### config.mk
export PLATFORM = sky130hd
export DESIGN_NAME = axil_mem_scrub
export DESIGN_NICKNAME = d
export VERILOG_FILES = /design/src/rtl/axil_mem_scrub.sv
export SDC_FILE = /design/constraint.sdc
export NUM_CORES = 1
export LEC_CHECK = 0
export CAP_MARGIN = 10
export CORE_MARGIN = 2
export CORE_UTILIZATION = 40
export CTS_BUF_LIST = sky130_fd_sc_hd__clkbuf_16
export DETAILED_ROUTE_END_ITERATION = 8
export PLACE_DENSITY = 0.76
export REMOVE_ABC_BUFFERS = 1
export SLEW_MARGIN = 20
export SYNTH_ARGS = -nofsm -noshare
export SYNTH_HDL_FRONTEND = slang
export SYNTH_SLANG_ARGS = --single-unit
export TNS_END_PERCENT = 10
### constraint.sdc
create_clock -name clk -period 7.65 [get_ports clk]
set_input_delay 1.1475 -clock clk [delete_from_list [all_inputs] [get_ports clk]]
set_output_delay 1.1475 -clock clk [all_outputs]
set_load 0.01 [all_outputs]
### src/rtl/axil_mem_scrub.sv
// AXI-Lite scrub master: writes DATA_SEED^idx to NWORDS words, reads them back, counts bad data/responses.
// One transaction in flight at a time; define AXIL_SCRUB_INVERT_PASS_EN to add a second pass with inverted data.
module axil_mem_scrub #(
  parameter logic [31:0] BASE_ADDR = 32'h0000_0000,
  parameter int unsigned NWORDS    = 256,
  parameter logic [31:0] DATA_SEED = 32'h1234_5678
) (
  input  logic        clk,
  input  logic        rst_n,
  input  logic        start,
  output logic        busy,
  output logic        done,
  output logic [15:0] err_cnt,
  output logic [31:0] m_axi_awaddr,
  output logic        m_axi_awvalid,
  input  logic        m_axi_awready,
  output logic [31:0] m_axi_wdata,
  output logic [3:0]  m_axi_wstrb,
  output logic        m_axi_wvalid,
  input  logic        m_axi_wready,
  input  logic [1:0]  m_axi_bresp,
  input  logic        m_axi_bvalid,
  output logic        m_axi_bready,
  output logic [31:0] m_axi_araddr,
  output logic        m_axi_arvalid,
  input  logic        m_axi_arready,
  input  logic [31:0] m_axi_rdata,
  input  logic [1:0]  m_axi_rresp,
  input  logic        m_axi_rvalid,
  output logic        m_axi_rready
);

  typedef enum logic [2:0] {IDLE, WR_REQ, WR_RESP, RD_REQ, RD_RESP, FIN} state_t;

  localparam logic [15:0] LAST_IDX = 16'(NWORDS - 1);

  state_t      state, state_nxt;
  logic [15:0] idx, idx_nxt;
  logic        pass, pass_nxt, pass_last;
  logic        aw_done, w_done;
  logic        aw_hs, w_hs, b_hs, ar_hs, r_hs;
  logic        last;
  logic [31:0] rd_exp;
  logic        b_inc;
  logic [1:0]  rd_inc;
  logic [16:0] err_sum;

  function automatic logic [31:0] word_addr(input logic [15:0] i);
    return BASE_ADDR + {14'd0, i, 2'b00};
  endfunction

  function automatic logic [31:0] word_data(input logic [15:0] i, input logic inv);
    logic [31:0] p;
    p = DATA_SEED ^ {16'd0, i};
    return inv ? ~p : p;
  endfunction

  assign aw_hs  = m_axi_awvalid && m_axi_awready;
  assign w_hs   = m_axi_wvalid  && m_axi_wready;
  assign b_hs   = m_axi_bvalid  && m_axi_bready;
  assign ar_hs  = m_axi_arvalid && m_axi_arready;
  assign r_hs   = m_axi_rvalid  && m_axi_rready;
  assign last   = (idx == LAST_IDX);
  assign rd_exp = word_data(idx, pass);
  assign m_axi_wstrb = 4'hF;

`ifdef AXIL_SCRUB_INVERT_PASS_EN
  assign pass_last = pass;
  always_comb begin
    pass_nxt = pass;
    if (state == IDLE && start) pass_nxt = 1'b0;
    else if (r_hs && last)      pass_nxt = 1'b1;
  end
`else
  assign pass_last = 1'b1;
  assign pass_nxt  = 1'b0;
`endif

  always_ff @(posedge clk) begin
    if (!rst_n) state <= IDLE;
    else        state <= state_nxt;
  end

  always_comb begin
    state_nxt = state;
    case (state)
      IDLE:    if (start) state_nxt = WR_REQ;
      WR_REQ:  if ((aw_done || aw_hs) && (w_done || w_hs)) state_nxt = WR_RESP;
      WR_RESP: if (b_hs) state_nxt = last ? RD_REQ : WR_REQ;
      RD_REQ:  if (ar_hs) state_nxt = RD_RESP;
      RD_RESP: if (r_hs) state_nxt = !last ? RD_REQ : (pass_last ? FIN : WR_REQ);
      FIN:     state_nxt = IDLE;
      default: state_nxt = IDLE;
    endcase
  end

  always_comb begin
    m_axi_awvalid = 1'b0;
    m_axi_wvalid  = 1'b0;
    m_axi_bready  = 1'b0;
    m_axi_arvalid = 1'b0;
    m_axi_rready  = 1'b0;
    busy          = 1'b0;
    done          = 1'b0;
    case (state)
      WR_REQ: begin
        m_axi_awvalid = !aw_done;
        m_axi_wvalid  = !w_done;
        busy          = 1'b1;
      end
      WR_RESP: begin
        m_axi_bready = 1'b1;
        busy         = 1'b1;
      end
      RD_REQ: begin
        m_axi_arvalid = 1'b1;
        busy          = 1'b1;
      end
      RD_RESP: begin
        m_axi_rready = 1'b1;
        busy         = 1'b1;
      end
      FIN:     done = 1'b1;
      default: ;
    endcase
  end

  always_comb begin
    idx_nxt = idx;
    if (state == IDLE && start) idx_nxt = 16'd0;
    else if (b_hs || r_hs)      idx_nxt = last ? 16'd0 : idx + 16'd1;
  end

  // A read can be both wrong and non-OKAY, so one beat may add two.
  assign b_inc   = b_hs && (m_axi_bresp != 2'b00);
  assign rd_inc  = r_hs ? ({1'b0, m_axi_rresp != 2'b00} + {1'b0, m_axi_rdata != rd_exp}) : 2'd0;
  assign err_sum = {1'b0, err_cnt} + {16'd0, b_inc} + {15'd0, rd_inc};

  always_ff @(posedge clk) begin
    if (!rst_n) begin
      idx          <= 16'd0;
      pass         <= 1'b0;
      aw_done      <= 1'b0;
      w_done       <= 1'b0;
      err_cnt      <= 16'd0;
      m_axi_awaddr <= 32'd0;
      m_axi_wdata  <= 32'd0;
      m_axi_araddr <= 32'd0;
    end else begin
      idx  <= idx_nxt;
      pass <= pass_nxt;

      if (state == IDLE && start) err_cnt <= 16'd0;
      else                        err_cnt <= err_sum[16] ? 16'hFFFF : err_sum[15:0];

      // Each channel remembers its own handshake so its valid drops independently.
      if (state == WR_REQ && state_nxt == WR_REQ) begin
        aw_done <= aw_done || aw_hs;
        w_done  <= w_done  || w_hs;
      end else begin
        aw_done <= 1'b0;
        w_done  <= 1'b0;
      end

      if (state_nxt == WR_REQ && state != WR_REQ) begin
        m_axi_awaddr <= word_addr(idx_nxt);
        m_axi_wdata  <= word_data(idx_nxt, pass_nxt);
      end
      if (state_nxt == RD_REQ && state != RD_REQ)
        m_axi_araddr <= word_addr(idx_nxt);
    end
  end

endmodule

# Word level (Yosys, flattened, before mapping)
# Index checks and enable logic that the tools add are counted.
[word_totals]
regBits = 90
out_inout_bits = 123
elab_cells = 68
[op_classes]
n_addsub = 4
n_eq_ne = 11
n_mux = 20
n_bitwise = 3
n_reduce_logical = 22
[op_table]
columns = ["cell", "count"]
rows = [
  ["$mux 16", 4],
  ["$ne 32x29->1", 1],
  ["$not 8->13", 2],
  ["$mux 3", 6],
  ["$add 16x1->17", 1],
  ["$add 17x2->17", 1],
  ["$add 16x1->16 const B", 1],
  ["$eq 16x8->1 const B", 1],
  ["$pmux 3 s5", 1],
  ["$logic_and 1x1->1", 11],
  ["$eq 3x2->1 const B", 3],
  ["$mux 1", 7],
  ["$eq 3x1->1 const B", 2],
  ["$eq 3x3->1 const B", 2],
  ["$mux 2", 2],
  ["$reduce_bool 2->1", 2],
  ["$reduce_or 4->1", 1],
  ["$logic_not 3->1", 1],
  ["$logic_or 1x1->1", 3],
  ["$ne 3x1->1 const B", 1],
  ["$ne 3x2->1 const B", 1],
  ["$add 1x1->2", 1],
  ["$logic_not 1->1", 2],
  ["$reduce_and 2->1", 1],
  ["2 further kinds", 2],
]

# Longest topological paths before layout
[depth]
word_depth = 10
mapped_depth = 15
ltp_nobuf = 14

# Least setup slack after synthesis
# No wires, ideal clock.
[synth_timing]
kind = "input port to flip-flop"
from = "in m_axi_rdata[17]"
to = "reg err_cnt[13]"
setup_time_ns = 0.078
t_arrival_ns = 3.956
path_slack_ns = 3.616
cell_stages = 14
path_buffers = 0
path_cell_list = "nor4b_1 nand4_1 nor3_1 nand4_1 ha_1 nand2_1 fa_1 fa_1 nor2b_1 nand2_1 nor2_1 nand3_1 and4_1 nor3_1"
[synth_between]
elab_chain_len = 5
[synth_rtl]
columns = ["element", "line_no", "source"]
rows = [
  ["from (decl)", "27", "input logic [31:0] m_axi_rdata,"],
  ["$ne 32x29->1", "136", "assign rd_inc = r_hs ? ({1'b0, m_axi_rresp != 2'b00} + {1'b0, m_axi_rdata != rd_exp}) : 2'd0;"],
  ["$add 1x1->2", "136", ""],
  ["$mux 2", "136", ""],
  ["$add 17x2->17", "137", "assign err_sum = {1'b0, err_cnt} + {16'd0, b_inc} + {15'd0, rd_inc};"],
  ["$mux 16", "154", "else err_cnt <= err_sum[16] ? 16'hFFFF : err_sum[15:0];"],
  ["to (signal assigned)", "154", ""],
  ["to (decl)", "13", "output logic [15:0] err_cnt,"],
]
# No other way between the ends.
# A chain may end at the register's enable or synchronous reset.

# Worst setup path in the final report
# Same ends and word-level chain as after synthesis.

==> impl_metrics.env <==
export IMPL_syn_inst=493
export IMPL_initial_core_util_pct=41.2
export IMPL_cp_end_kind="flop"
export IMPL_hold_path_class="flop to flop"
export IMPL_slew_viol_final=0
export IMPL_layout_nets=639
export IMPL_synth_area_um2=4250
export IMPL_status="completed"
export IMPL_clk_pin_slew_ns=0.06
export IMPL_finalCriticalPeriod_ns=4.95
export IMPL_final_cell_mix="119 x clkdlybuf4s50_1, 78 x dfxtp_1, 57 x nand2_1, 47 x conb_1, 28 x nor2_1"
export IMPL_cp_required_ns=7.90
export IMPL_grt_pass1_vias=3426
export IMPL_gp_congestion=0.877
export IMPL_cts_buffers_inserted=9
export IMPL_dp_slack_ns=2.36
export IMPL_cts_setup_buffers=0
export IMPL_layout_drive_gt1_share_pct=5.22
export IMPL_leakage_nw=2.24
export IMPL_slowest_delay_ns=0.46
export IMPL_overflow=0
export IMPL_rsz0062_at_grt="false"
export IMPL_globalRouteMet3Util_pct=4.07
export IMPL_grt_pass1_wl_um=16500
export IMPL_ys_warnings_count=0
export IMPL_final_antenna_net_count=0
export IMPL_wl_per_cell_um=14.7
export IMPL_vias=3661
export IMPL_critical_path_class="input port to flop"
export IMPL_critPathMaxFanout=13
export IMPL_tightestPinTransition_ns=0.773
export IMPL_drcViolationCount=0
export IMPL_critical_path_buf_inv_count=1
export IMPL_whs_ns=0.463
export IMPL_grt_max_degree=34
export IMPL_fmax_ghz=0.202
export IMPL_power_density_nw_per_um2=181
export IMPL_total_power_mw=1.00
export IMPL_antenna_found_initial=0
export IMPL_holdBufCountCts=0
export IMPL_period_share_pct=64.8
export IMPL_met1_usage_pct=23.0
export IMPL_synth_main_ff_cell="dfxtp_1"
export IMPL_dpl_hpwl_um=8030
export IMPL_die_h_um=107
export IMPL_n_antenna_cell=0
export IMPL_htreeDepth=3
export IMPL_postCtsResizedCells=0
export IMPL_rows=37
export IMPL_die_w_um=107
export IMPL_grt_usage_pct=18.3
export IMPL_gr_usage_met2_pct=30.7
export IMPL_pin_count=167
export IMPL_final_common_cell="clkdlybuf4s50_1"
export IMPL_routed_wl_um=10700
export IMPL_worst_slack_ns=2.70
export IMPL_ir_worst_vdd_mv=0.0857
export IMPL_skew_ns=0.00539
export IMPL_crit_family="simple AND/OR/NAND/NOR gates"
export IMPL_max_cap_viol_count=0
export IMPL_dieArea_um2=11500
export IMPL_syn_to_final_growth_pct=30.4
export IMPL_fin_tns_setup_ns=0
export IMPL_cp_cell_sequence="clkdlybuf4s50_1 > nor4b_1 > nand4_1 > nor3_1 > nand4_1 > ha_1 > nand2_1 > fa_1 > fa_1 > nor2b_1 > nand2_1 > nor2_1 > nand3_1 > and4_1 > nor3_1"
export IMPL_setup_worst_path_start_class="input port"
export IMPL_ys_seq_elements=78
export IMPL_synth_edf_count=0
export IMPL_cts_sinks=78
export IMPL_critPathSlowestCell="fa_1"
export IMPL_async_flop_share_pct=0
export IMPL_portBuffers=119
export IMPL_clk_latency_ns=0.33
export IMPL_cts_tree="yes"
export IMPL_drt_iter0_drc=251
export IMPL_synth_cell_type_count=57
export IMPL_yosysSeqAreaShare_pct=36.7
export IMPL_root_buffer="clkbuf_16"
export IMPL_coreArea_um2=10300
export IMPL_slew_headroom_pct=48.4
export IMPL_clockBufferDepth=2
export IMPL_hold_viol=0
export IMPL_gr_max_usage_layer="met2"
export IMPL_drtPass1Iterations=4
export IMPL_viasPerCell=5.02
export IMPL_setup_violations=0
export IMPL_avgSynthCellArea_um2=8.63
export IMPL_crit_arrival_ns=5.20
metal layers:
metal / vias up / routed length (um)
met5: - / 0
met4: 0 / 110
met3: 10 / 633
met2: 139 / 5200
met1: 1738 / 4790
li1: 1774 / -
state kept, by name, summed over array words and instances, names as in the netlist:
| register | count |
|---|---|
| err_cnt | 16 |
| w_done | 1 |
| idx | 16 |
| aw_done | 1 |
| m_axi_wdata | 17 |
| m_axi_araddr | 16 |
| m_axi_awaddr | 8 |
| state | 3 |
worst min-delay path: stages, from the launching register on:
cell and delay, ns:
dfxtp_1 0.31, nand2_1 0.05, mux2i_1 0.06
final cells by class:
| class | count | area, um^2 |
|---|---|---|
| clock buffer | 9 | 225 |
| clock inverter | 6 | 77.6 |
| fill | 955 | 4780 |
| inverter | 22 | 82.6 |
| multi-input combinational | 359 | 2230 |
| sequential | 78 | 1560 |
| tap | 136 | 170 |
| timing repair buffer | 120 | 1200 |
cell families after synthesis:
logic type / Yosys count / share of synthesized area, %
AO/OA/AOI/OAI: 63 / 9.53
buffers and inverters: 101 / 14.8
flip-flops: 78 / 36.7
other: 2 / 0.177
multiplexers: 25 / 5.88
adder cells (fa/ha/maj): 5 / 1.82
XOR/XNOR: 41 / 8.44
AND/OR/NAND/NOR: 178 / 22.6
path summary, 6_finish.rpt:
kind	startpoint	endpoint	slack [ns]	cells after the start
setup reg to reg	idx[4]	err_cnt[13]	3.54	13
hold reg to reg	m_axi_araddr[10]	m_axi_araddr[10]	0.46	2
hold / removal	m_axi_araddr[10]	m_axi_araddr[10]	0.46	2
setup / recovery	m_axi_rdata[17]	err_cnt[13]	2.70	15
synth_stat cells (all sizes together), types with 2 or more instances:
library cell	number	area (um^2)
and3b	2	17.5
or3b	3	26.3
fa	2	40.0
or2	5	31.3
a21oi	27	135
nand4	12	75.1
mux2i	25	250
conb	2	7.51
ha	3	37.5
nor2	28	105
and2	2	12.5
clkbuf	15	56.3
nor4b	3	26.3
a21o	3	22.5
nor4	10	68.8
a2111oi	3	30.0
and3	5	31.3
dfxtp	78	1560
o21ai	11	58.8
nand3b	2	15.0
buf	64	492
xnor2	27	236
a311oi	3	26.3
xor2	14	123
nor3b	2	15.0
inv	22	82.6
o211ai	3	22.5
nand2	58	225
nor2b	3	18.8
nor3	13	65.1
nand4bb	2	22.5
and4	3	28.8
o31a	2	17.5
o211a	4	40.0
nand3	13	85.1
nand2b	7	43.8
where the power goes:
part	switching [mW]	leakage, nW	internal, mW
logic	0.0711	1.46	0.0660
clock network	0.160	0.150	0.280
registers	0.00872	0.631	0.415
total	0.240	2.24	0.761
stage by stage:
stage               utilization [%]  cell area (um^2)  std cells
floorplan                         -              3870        459
global route                   53.7              5550        730
finish                         53.7              5550        730
CTS                            53.7              5550        730
detailed placement             50.8              5240        715
global placement               50.8              5240        715
(Power assumes the default switching activity.)
